<file path="src/rtl/dtc_sched_pkg.sv">
// ============================================================================
// dtc_sched_pkg : shared FSM state encoding and default widths for dtc_sched
// Rev 1.0
// ============================================================================
`default_nettype none

package dtc_sched_pkg;

  typedef enum logic [1:0] {
    IDLE = 2'd0,
    EVAL = 2'd1,
    RESP = 2'd2
  } state_t;

  localparam int IN_W_DEF  = 7;
  localparam int OUT_W_DEF = 10;

endpackage

`default_nettype wire

</file>
<file path="src/rtl/dtc_rr_arb.sv">
// ============================================================================
// dtc_rr_arb : combinational round-robin arbiter, search from ptr upward with wrap
// Rev 1.0
// ============================================================================
`default_nettype none

module dtc_rr_arb #(
  parameter  int NREQ = 4,
  localparam int IDW  = $clog2(NREQ)
) (
  input  logic [NREQ-1:0] req,
  input  logic [IDW-1:0]  ptr,
  output logic [NREQ-1:0] grant,
  output logic [IDW-1:0]  idx,
  output logic            any
);

  logic [NREQ-1:0] hi;
  logic [NREQ-1:0] pick;

  // Requests at or above ptr take precedence; otherwise wrap to the lowest one.
  always_comb begin
    hi    = '0;
    pick  = '0;
    idx   = '0;
    grant = '0;
    any   = |req;
    for (int i = 0; i < NREQ; i++) begin
      hi[i] = req[i] && (i >= int'(ptr));
    end
    pick = (|hi) ? hi : req;
    for (int i = NREQ - 1; i >= 0; i--) begin
      if (pick[i]) begin
        idx = IDW'(i);
      end
    end
    for (int i = 0; i < NREQ; i++) begin
      grant[i] = any && (idx == IDW'(i));
    end
  end

endmodule

`default_nettype wire

</file>
<file path="src/rtl/dtc_sched.sv">
// ============================================================================
// dtc_sched : round-robin scheduler sharing one external classifier; optional
//             per-requester grant counters under DTC_SCHED_STATS_EN.  Rev 1.0
// ============================================================================
`default_nettype none

module dtc_sched
  import dtc_sched_pkg::*;
#(
  parameter  int NREQ  = 4,
  parameter  int IN_W  = IN_W_DEF,
  parameter  int OUT_W = OUT_W_DEF,
  localparam int IDW   = $clog2(NREQ)
) (
  input  logic               clk,
  input  logic               rst,
  input  logic [NREQ-1:0]    req_valid,
  output logic [NREQ-1:0]    req_ready,
  input  logic [NREQ*IN_W-1:0] req_data,
  output logic [IN_W-1:0]    cls_inp,
  input  logic [OUT_W-1:0]   cls_outp,
  output logic               rsp_valid,
  input  logic               rsp_ready,
  output logic [OUT_W-1:0]   rsp_data,
  output logic [IDW-1:0]     rsp_id
`ifdef DTC_SCHED_STATS_EN
  ,
  input  logic [IDW-1:0]     stat_sel,
  input  logic               stat_clr,
  output logic [15:0]        stat_cnt
`endif
);

  state_t          state;
  state_t          state_nxt;
  logic [IDW-1:0]  ptr;
  logic [NREQ-1:0] win_grant;
  logic [IDW-1:0]  win_idx;
  logic            win_any;
  logic            accept;
  logic [IN_W-1:0] lane [NREQ];

  for (genvar i = 0; i < NREQ; i++) begin : g_lane
    assign lane[i] = req_data[i*IN_W +: IN_W];
  end

  dtc_rr_arb #(
    .NREQ (NREQ)
  ) u_arb (
    .req   (req_valid),
    .ptr   (ptr),
    .grant (win_grant),
    .idx   (win_idx),
    .any   (win_any)
  );

  // Outputs are gated by rst so they read idle for the whole reset pulse.
  assign accept    = (state == IDLE) && win_any && !rst;
  assign req_ready = accept ? win_grant : '0;
  assign rsp_valid = (state == RESP) && !rst;

  always_comb begin
    state_nxt = state;
    case (state)
      IDLE:    if (win_any) state_nxt = EVAL;
      EVAL:    state_nxt = RESP;
      RESP:    if (rsp_ready) state_nxt = IDLE;
      default: state_nxt = IDLE;
    endcase
  end

  always_ff @(posedge clk) begin
    if (rst) begin
      state    <= IDLE;
      ptr      <= '0;
      cls_inp  <= '0;
      rsp_data <= '0;
      rsp_id   <= '0;
    end else begin
      state <= state_nxt;
      if (accept) begin
        cls_inp <= lane[win_idx];
        rsp_id  <= win_idx;
        ptr     <= (win_idx == IDW'(NREQ - 1)) ? '0 : win_idx + 1'b1;
      end
      if (state == EVAL) begin
        rsp_data <= cls_outp;
      end
    end
  end

`ifdef DTC_SCHED_STATS_EN
  logic [15:0] cnt [NREQ];

  // Clear beats a same-cycle grant; counters stick at all-ones.
  always_ff @(posedge clk) begin
    if (rst || stat_clr) begin
      for (int i = 0; i < NREQ; i++) begin
        cnt[i] <= '0;
      end
    end else if (accept && (cnt[win_idx] != 16'hFFFF)) begin
      cnt[win_idx] <= cnt[win_idx] + 16'd1;
    end
    if (rst) begin
      stat_cnt <= '0;
    end else begin
      stat_cnt <= cnt[stat_sel];
    end
  end
`endif

endmodule

`default_nettype wire

</file>
<file path="config.mk">
export PLATFORM = sky130hd
export DESIGN_NAME = dtc_sched
export DESIGN_NICKNAME = d
export VERILOG_FILES = /design/src/rtl/dtc_sched_pkg.sv /design/src/rtl/dtc_rr_arb.sv /design/src/rtl/dtc_sched.sv
export SDC_FILE = /design/constraint.sdc
export NUM_CORES = 1
export LEC_CHECK = 0
export ABC_CLOCK_PERIOD_IN_PS = 4500
export CORE_MARGIN = 1
export CORE_UTILIZATION = 42
export CTS_CLUSTER_SIZE = 28
export DETAILED_ROUTE_END_ITERATION = 8
export GPL_TIMING_DRIVEN = 1
export PLACE_DENSITY = 0.86
export SLEW_MARGIN = 20
export SYNTH_ARGS = -nofsm -noshare
export SYNTH_HDL_FRONTEND = slang
export SYNTH_SLANG_ARGS = --single-unit
</file>
<file path="constraint.sdc">
create_clock -name clk -period 4.5 [get_ports clk]
set_clock_uncertainty 0.1 [all_clocks]
set_input_delay 0.45 -clock clk [delete_from_list [all_inputs] [get_ports clk]]
set_output_delay 0.45 -clock clk [all_outputs]
set_load 0.1 [all_outputs]
</file>
Word-level counts from Yosys, hierarchy flattened --
Index checks and enable logic that the tools add are counted.
Cells by class: add/subtract/negate cells 1, order comparisons 4, equality and inequality tests 7, multiplexer cells 13, bitwise gates (word level) 1, reduce and logical (&&, ||, !) cells 16
Operators by type and width (count):
- $bmux 7 s2 | 1
- $mux 2 | 7
- $mux 7 | 2
- $logic_and 1x1->1 | 10
- $reduce_or 4->1 | 2
- $eq 2x2->1 const B | 3
- $pmux 2 s3 | 1
- $eq 2x1->1 const B | 2
- $ge 1x2->1 const A | 2
- $logic_not 2->1 | 2
- $mux 4 | 1
- $ne 2x2->1 const B | 2
- $ge 3x3->1 const B | 1
- $mux 3 | 1
- $not 2->3 | 1
- $add 2x1->2 const B | 1
- $ge 2x2->1 const A | 1
- $reduce_and 2->1 | 1
- $logic_not 1->1 | 1
Word-level totals: bits in registers 23, input bits 45, output and inout port bits 24, logic and storage cells 47

Longest topological paths before layout --
Gate-level depths: netlist (run 1).
word-level depth 11, depth in mapped cells 7, mapped depth without buffers 6

By module --
Synthesis (run 1) repeated with hierarchy kept, for this count alone.
Second synthesis, totals: cell total of the unflattened synthesis 145, area total of the unflattened synthesis 1268.7 µm²
By module, submodules not included:
- dtc_sched | instances 1, cells an instance 112, area each 1063.5 µm², sequential area each 460.4 µm²
- dtc_rr_arb | instances 1, cells an instance 33, area each 205.2 µm², sequential area each 0.0 µm²

Least setup slack after synthesis (run 1) --
OpenSTA, ideal clock, no wires.
kind input to output, start input rst, end output rsp_valid, arrival 2.790 ns, required time 3.950 ns, setup slack 1.160 ns, stages on the path 2, path buffers 1, path through clkbuf_8 -> nor3b_1
Between the ends: word-level cells in the longest chain between the ends 2
Ends and longest elaborated chain:
- start: declaration | RTL line dtc_sched.sv:16 | input logic rst,
- $logic_not 1->1 | RTL line dtc_sched.sv:60 | assign rsp_valid = (state == RESP) && !rst;
- $logic_and 1x1->1 | RTL line dtc_sched.sv:60
- end: declaration | RTL line dtc_sched.sv:22 | output logic rsp_valid,
Every way passes these cells.

Worst setup path after layout (run 1) --
start input req_valid[3], end output req_ready[0]
Between the ends: word-level cells in the longest chain between the ends 8, elaborated cells on any way between the ends 12, those cells by class 6 x mux; 6 x reduce/logical
Ends and longest elaborated chain:
- start: declaration | RTL line dtc_sched.sv:17 | input logic [NREQ-1:0] req_valid,
- $reduce_or 4->1 | RTL line dtc_rr_arb.sv:31 | pick = (|hi) ? hi : req;
- $mux 3 | RTL line dtc_rr_arb.sv:31
- $mux 2 (3 in series) | RTL line dtc_rr_arb.sv:33 | if (pick[i]) begin
- $logic_not 2->1 | RTL line dtc_rr_arb.sv:38 | grant[i] = any && (idx == IDW'(i));
- $logic_and 1x1->1 | RTL line dtc_rr_arb.sv:38
- $mux 4 * | RTL line dtc_sched.sv:59 | assign req_ready = accept ? win_grant : '0;
- end: declaration | RTL line dtc_sched.sv:18 | output logic [NREQ-1:0] req_ready,
Mark *: on every way between the ends. The rest lies on a longest branch, timed or not.

==> reports/results.txt, run 1 <==
TritonCTS clock tree = built
Max-slew headroom = 33.8%
Detailed-route wire length per cell = 13.5 um
Die extent in x = 57.3 um
Cell Area, Synth = 1280 um2
Yosys cell types = 31
Crit path launch type = primary input
# hold bufs at CTS = 0
Total GRT Usage = 19.4%
Final setup fails = 0
Cts repair resizes = 0
CTS clk-pin slew, worst paths = 0.12 ns
Worst Path Required = 3.95 ns
HP Class = flip-flop to flip-flop
Layout cells sized above 1 = 17.3%
I/O pins = 69
Slew Limit Fails = 0
Sw frac = 44.7%
First-pass GRT wire length = 4890 um
Total Die Area = 3280 um2
Initial Util = 45.4%
Flop pwr share = 34.5%
Crit-path leading delay family = simple AND/OR/NAND/NOR gates
Net Count, Synth = 180
RSZ-0062 raised after global routing = no
CP max-delay cell = clkdlybuf4s50_1
Crit path largest cell delay = 0.58 ns
Area Growth Syn to Fin = 52.2%
Crit-path max FO = 17
Via-to-Cell Ratio = 5.25
Cells along the critical path = clkdlybuf4s50_1, nor2_2, or4_4, nand2_4, inv_1, ha_1, and2_1, buf_4
Drt first pass iters = 6
Latest clock arrival within the worst-skew pair = 0.31 ns
Post-synth EDFFs = 0
Psw = 0.000312 W
Commonest non-fill, non-tap cell in the layout = clkdlybuf4s50_1
Tmin final = 3.07 ns
Int Power = 0.000386 W
Clock network power share = 13.5%
Synth Area per Inst = 9.80 um2
VDD IR max = 173 uV
R2r setup slk = 2.27 ns
Placement row count = 19
Number of diodes = 0
Port bufs = 68
Max Root-Sink Buffers = 2
Top cell type's share of synthesized area = 35.9%
Commonest cells after routing, fill and taps aside = clkdlybuf4s50_1 (63), dfxtp_1 (23), nand2_1 (22)
Global route overflow = 0
Final antenna-violating net count = 0
Setup crit end kind = output pin
Tcrit/Tclk final = 68.2%
CP Buf/Inv Count = 3
First DRT Iteration DRCs = 38
Failing checks = DRC
# Post-CTS Setup Buffers = 0
Top post-synthesis cells by area = dfxtp_1 (36%), mux2_4 (9.4%), nand2_1 (6.4%), a21oi_1 (6.2%), a221o_1 (5.5%)
Total routed wirelength = 3070 um
Core Util, Final = 69.1%
Hold Vio Cnt, Final = 0
Synth Flop Type = dfxtp_1
DR vias = 1198
Setup TNS = 0 ns
# DRC = 6
GP Congestion = 0.741
Critical path type = primary input to output pin
Status = finished with violations
Slew @ Worst Pin = 0.989 ns
Cell count after synthesis = 131
Chip height = 57.3 um
Seq/Total Area, Yosys = 35.9%
Clock sink count = 23
Asr flop ratio synth = 0%
Clock buffer count from CTS = 3
Max-Cap Viols = 0
Final nets = 247
Crit path arrival time = 2.52 ns
Area of the core = 2830 um2
Fmax = 326 MHz
Yosys top cell by area = dfxtp_1
Combinational Power Share = 52.0%
Pin count of the biggest net entering global routing = 25
H-tree depth = 1
Post-DP HPWL = 2450 um
Leakage = 0.761 nW
P per Cell Area = 357 nW/um2
Yosys warns = 0
Root buf cell = clkbuf_4
Initial antenna violation count = 0
Yosys reg bits = 23
Vias in the first global route = 1131
path summary, 6_finish.rpt:
path                     start           end  depth (start not counted)
hold reg to reg    rsp_data[6]   rsp_data[6]                          2
setup reg to reg        ptr[0]    cls_inp[4]                          5
setup / recovery  req_valid[3]  req_ready[0]                          8
hold / removal     rsp_data[6]   rsp_data[6]                          2
synth_stat cells, types with 2 or more instances:
library cell,instances
nor3_1,2
ha_1,4
clkbuf_1,3
dfxtp_1,23
mux2_4,8
nor2b_1,2
a221o_1,7
mux2_2,6
nor3b_1,8
inv_1,2
a21oi_1,16
nand2b_1,3
nand2_1,22
nor2_1,5
and2_1,4
area by class of cell:
cell class,instances,area (um2)
tap,31,38.8
timing repair buffer,69,676
clock buffer,3,22.5
fill,215,875
sequential,23,460
clock inverter,1,5.00
inverter,3,12.5
multi-input combinational,98,739
through the flow:
step           std cells  area [um2]  hold slack [ns]  power [W]  setup slack [ns]
4_1_cts              228        1950            0.365   0.000702              1.43
3_5_place_dp         224        1930            0.347   0.000608              1.44
6_report             228        1950            0.361   0.000698              1.43
5_1_grt              228        1950            0.386   0.000727              1.35
2_1_floorplan        131        1280            0.378   0.000518              1.16
3_3_place_gp         224        1930            0.342   0.000599              1.51
metal layers:
metal	vias up	GRT usage, %	part of all wire, %
li1	590	-	-
met2	67	35.3	48
met1	537	19.9	39
met3	4	6.58	11
met5	-	0	0
met4	0	8.71	1.3
power groups by stage:
stage / Sequential, W / Combinational, W / Clock (W)
after floorplan: 0.000386 / 0.000132 / 0
after global placement: 0.000244 / 0.000355 / 0
after detailed placement: 0.000246 / 0.000362 / 0
after CTS: 0.000241 / 0.000363 / 0.0000974
after global routing: 0.000244 / 0.000378 / 0.000104
final: 0.000241 / 0.000363 / 0.0000943
cells by family (layout without fill, tap and decap cells):
group / Yosys count / count (layout) / share of synthesized area, %
compound gates: 24 / 24 / 12.5
buf+inv: 10 / 76 / 6.53
simple gates: 56 / 56 / 26.6
flops: 23 / 23 / 35.9
mux: 14 / 14 / 14.6
fa+ha+maj: 4 / 4 / 3.90
tightest hold or removal path, cell delays in order, from the launching register on:
cell     delay, ns
dfxtp_1       0.33
nand2_1       0.05
a21oi_1       0.05
flip-flops by register name (all words and copies together), names as in the netlist:
signal and count:
cls_inp 7, ptr 2, rsp_data 10, rsp_id 2
state 2
No activity file was read; power rests on OpenSTA's default activity.
==> inputs of run 2 (changes only) <==
ABC_CLOCK_PERIOD_IN_PS = 2900   (was 4500)
CORE_UTILIZATION = 39   (was 42)
PLACE_DENSITY = 0.81   (was 0.86)
clock period = 2.9 ns   (was 4.5 ns; I/O delays follow)
==> run 2 against run 1 <==
  * The flow now finishes without violations
  * Utilization shrank 4.5 points
  * Non-clock buffer count is the same
  * Clock power grew 51%
  * Clock-buffer cell count up 1
  * First-iteration DRC count increased by 39%
  * Worst hold slack improved by 0.0072 ns
  * Critical endpoint is now req_ready[2]
  * Largest cell class unchanged
==> reports/results.txt, run 2 (same netlist as run 1, synthesis figures left out) <==
Final instance area = 1990 um2
Placed instance area = 1960 um2
TritonCTS clock tree = built
Tcrit/Tclk final = 93.9%
Status = complete, no violations
Worst Path Required = 2.51 ns
I/O pins = 69
Clock sink count = 23
Port bufs = 68
Biggest regs = rsp_data x10, cls_inp x7
WL met3 = 277 um
Placed cells = 237
DR vias = 1184
RSZ-0062 raised after global routing = no
Crit path arrival time = 2.33 ns
Crit-path max FO = 17
Reg2reg path depth = 5
Slew Limit Fails = 0
Max-Cap Viols = 0
Pin count of the biggest net entering global routing = 24
Root buf cell = clkbuf_4
Power Total = 0.00108 W
Total routed wirelength = 3090 um
Setup crit end kind = output pin
Max reg flops = 10
Area Growth Syn to Fin = 55.0%
# DRC = 0
Final setup fails = 0
Commonest non-fill, non-tap cell in the layout = clkdlybuf4s50_1
Hold Path Depth = 2
CTS clk-pin slew, worst paths = 0.12 ns
# Post-CTS Setup Buffers = 0
H-tree depth = 1
Cts repair resizes = 0
Vias in the first global route = 1192
First-pass GRT wire length = 4860 um
Core Util, Final = 64.6%
Die extent in x = 59.4 um
Routed length on met2 = 1530 um
CP Buf/Inv Count = 3
Leakage = 0.808 nW
Crit-path leading delay family = simple AND/OR/NAND/NOR gates
VDD IR max = 217 uV
Area of the core = 3080 um2
Post-DP HPWL = 2420 um
GP Congestion = 0.771
Hold Vio Cnt, Final = 0
Max-slew headroom = 60.2%
Initial Util = 41.7%
Total GRT Usage = 18.1%
Sequential cell area = 460 um2
Placement row count = 20
P per Cell Area = 543 nW/um2
Drt first pass iters = 4
Fmax = 367 MHz
Final nets = 247
Global route overflow = 0
HP Class = flip-flop to flip-flop
Via-to-Cell Ratio = 4.91
Detailed-route wire length per cell = 12.8 um
Fin cells = 241
M1 wire length = 1270 um
Max Root-Sink Buffers = 2
CP max-delay cell = or4_4
First DRT Iteration DRCs = 53
Highest Signal Layer = met4
Clock buffer count from CTS = 3
Cells along the critical path = clkdlybuf4s50_1, nor2b_4, or4_4, nand2_4, inv_1, ha_1, and2_1, buf_12
Slew @ Worst Pin = 0.596 ns
Multi-input gate area = 744 um2
# hold bufs at CTS = 0
Largest reg by FF count = rsp_data
Initial antenna violation count = 0
Commonest cells after routing, fill and taps aside = clkdlybuf4s50_1 (44), dfxtp_1 (23), nand2_1 (22)
WP depth = 8
Latest clock arrival within the worst-skew pair = 0.30 ns
Chip height = 59.4 um
Critical path type = primary input to output pin
Setup TNS = 0 ns
Crit path largest cell delay = 0.54 ns
Layout cells sized above 1 = 26.9%
Total Die Area = 3520 um2
Tmin final = 2.72 ns
Number of diodes = 0
Crit path launch type = primary input
Fillers = 268
Final antenna-violating net count = 0
[run 2: area by class of cell]
cell class	count	area share [%]
repair buffers	69	34.7
multi-input cells	98	37.4
clock buffers	4	1.32
well taps	44	2.77
flip-flops and latches	23	23.1
inverters	3	0.629
[run 2: stage by stage]
step	worst slack [ns]	hold WS (ns)
after floorplan	0.428	0.324
after global placement	0.248	0.344
after detailed placement	0.169	0.348
after CTS	0.162	0.365
after global routing	0.0881	0.391
final	0.176	0.368
[run 2: worst min-delay path: stages (launching register included)]
cell,delay (ns)
dfxtp_1,0.33
nand2_1,0.05
a21oi_1,0.05
[run 2: worst paths after layout]
kind | from | to | slack [ns]
max | req_valid[0] | req_ready[2] | 0.18
min | rsp_data[9] | rsp_data[9] | 0.37
max reg2reg | ptr[0] | cls_inp[4] | 0.70
min reg2reg | rsp_data[9] | rsp_data[9] | 0.37
[run 2: layer usage]
metal	global-route usage, %	up-vias
li1	-	594
met2	34.7	55
met1	19.1	533
met4	5.10	0
met3	4.59	2
met5	0	-
[run 2: power breakdown]
| group | internal, W | leakage (nW) | switching, W |
|---|---|---|---|
| clock | 0.0000535 | 0.0150 | 0.0000883 |
| sequential | 0.000353 | 0.189 | 0.0000233 |
| combinational | 0.000195 | 0.604 | 0.000368 |
| total | 0.000602 | 0.808 | 0.000479 |
==> inputs of run 3 (changes only) <==
CORE_ASPECT_RATIO = 0.7   (was unset)
==> run 3 against run 2 <==
  * Clock power is 44% higher
  * First-iteration DRC count increased by 55%
  * Global-route usage is 1.9 points higher
  * The run now ends with DRC left
  * Critical path depth did not move
  * Critical endpoint is now req_ready[0]
==> reports/results.txt, run 3 (same netlist as run 1, synthesis figures left out) <==
Status = finished with violations
Failing checks = DRC
Biggest regs = rsp_data x10, cls_inp x7
First-pass GRT wire length = 5590 um
Critical R2R Launch = ptr[0]
Via-to-Cell Ratio = 5.19
Fillers = 247
Setup crit end kind = output pin
Crit path launch type = primary input
Setup WS pre-CTS = 0.150 ns
Max Root-Sink Buffers = 2
Cells along the critical path = clkdlybuf4s50_1, nor2b_4, or4_4, nand2_4, inv_1, ha_1, and2_1, buf_12
CTS clk-pin slew, worst paths = 0.08 ns
H-tree depth = 1
Final setup fails = 0
RSZ-0062 raised after global routing = no
FF-to-FF End = cls_inp[2]
GP Congestion = 0.809
Fmax = 364 MHz
Critical path type = primary input to output pin
DR vias = 1231
Total GRT Usage = 19.9%
Setup slack after layout = 0.156 ns
Area Growth Syn to Fin = 57.1%
Worst setup endpoint = req_ready[0]
VDD IR max = 257 uV
Crit path largest cell delay = 0.53 ns
Largest reg by FF count = rsp_data
Tmin final = 2.74 ns
# Post-CTS Setup Buffers = 0
Global route overflow = 0
Number of diodes = 0
Area of the core = 3150 um2
# DRC = 2
Latest clock arrival within the worst-skew pair = 0.27 ns
Max reg flops = 10
Chip height = 50 um
Final nets = 249
Placement row count = 17
Total routed wirelength = 3380 um
Initial antenna violation count = 0
First DRT Iteration DRCs = 82
Leakage = 0.829 nW
R2r setup slk = 0.70 ns
CP max-delay cell = or4_4
Commonest non-fill, non-tap cell in the layout = clkdlybuf4s50_1
# hold bufs at CTS = 0
Hold Vio Cnt, Final = 0
Vias in the first global route = 1236
Detailed-route wire length per cell = 14.3 um
Hold_sp = rsp_data[1]
Clock sink count = 23
Setup TNS = 0 ns
Pin count of the biggest net entering global routing = 24
Port bufs = 68
Root buf cell = clkbuf_8
Initial Util = 40.8%
Worst Path Required = 2.51 ns
Commonest cells after routing, fill and taps aside = clkdlybuf4s50_1 (44), dfxtp_1 (23), nand2_1 (22), buf_4 (22), a21oi_1 (16)
Post-DP HPWL = 2710 um
Max-Cap Viols = 0
Final antenna-violating net count = 0
Crit path arrival time = 2.35 ns
Crit-path max FO = 17
Clock buffer count from CTS = 3
Reg2reg path depth = 5
TritonCTS clock tree = built
Cts repair resizes = 0
Drt first pass iters = 6
Die extent in x = 70.6 um
Power Total = 0.00115 W
Layout cells sized above 1 = 28.1%
Launch point of the worst path = req_valid[0]
P per Cell Area = 572 nW/um2
I/O pins = 69
Slew Limit Fails = 0
HP Class = flip-flop to flip-flop
Tcrit/Tclk final = 94.6%
Slew @ Worst Pin = 0.641 ns
Total Die Area = 3530 um2
Max-slew headroom = 57.1%
## run 3: changes by cell type in the layout (fill, tap and decap cells not counted), sizes merged
cell    before  now
clkbuf       4    3
clkinv       1    2
buf         25   27
## run 3: power by group
| part | internal [W] | switching, W | total (W) |
|---|---|---|---|
| logic | 0.000199 | 0.000374 | 0.000573 |
| registers | 0.000353 | 0.0000238 | 0.000376 |
| clock network | 0.0000962 | 0.000108 | 0.000205 |
| total | 0.000648 | 0.000506 | 0.00115 |
## run 3: routing by layer
metal	part of all wire, %	wire (um)	track usage [%]	vias to the layer above
li1	-	-	-	597
met4	0.62	21	5.67	0
met3	4.5	151	4.09	2
met5	0	0	0	-
met2	50	1690	35.8	27
met1	45	1520	24.3	605
## run 3: per-stage QoR
step	hold WS [ns]	std cells	instance area (um2)	util, %
2_1_floorplan	0.324	131	1290	-
6_report	0.362	237	2020	64.1
3_5_place_dp	0.355	233	1970	62.6
4_1_cts	0.367	237	2020	64.1
5_1_grt	0.387	237	2020	64.1
3_3_place_gp	0.345	233	1970	62.6
## run 3: worst min-delay path by stage
stage	to	slack, ns	depth (start not counted)
4_1_cts	rsp_data[1]	0.37	2
6_report	rsp_data[1]	0.36	2
2_1_floorplan	rsp_data[0]	0.32	2
3_3_place_gp	rsp_data[3]	0.34	2
3_5_place_dp	rsp_data[9]	0.36	2
5_1_grt	rsp_data[5]	0.39	2
## run 3: critical path, delay by kind of cell
kind | cells | cell delay, ns
simple gates | 4 | 1.09
fa+ha+maj | 1 | 0.21
buf+inv | 3 | 0.75
## run 3: layout make-up
class | count | area [um2] | area share (%)
repair buffers | 71 | 706 | 35.0
well taps | 38 | 47.5 | 2.36
inverters | 3 | 12.5 | 0.620
flip-flops and latches | 23 | 460 | 22.8
multi-input cells | 98 | 744 | 36.9
clock buffers | 3 | 41.3 | 2.05
clock inverters | 1 | 5.00 | 0.248
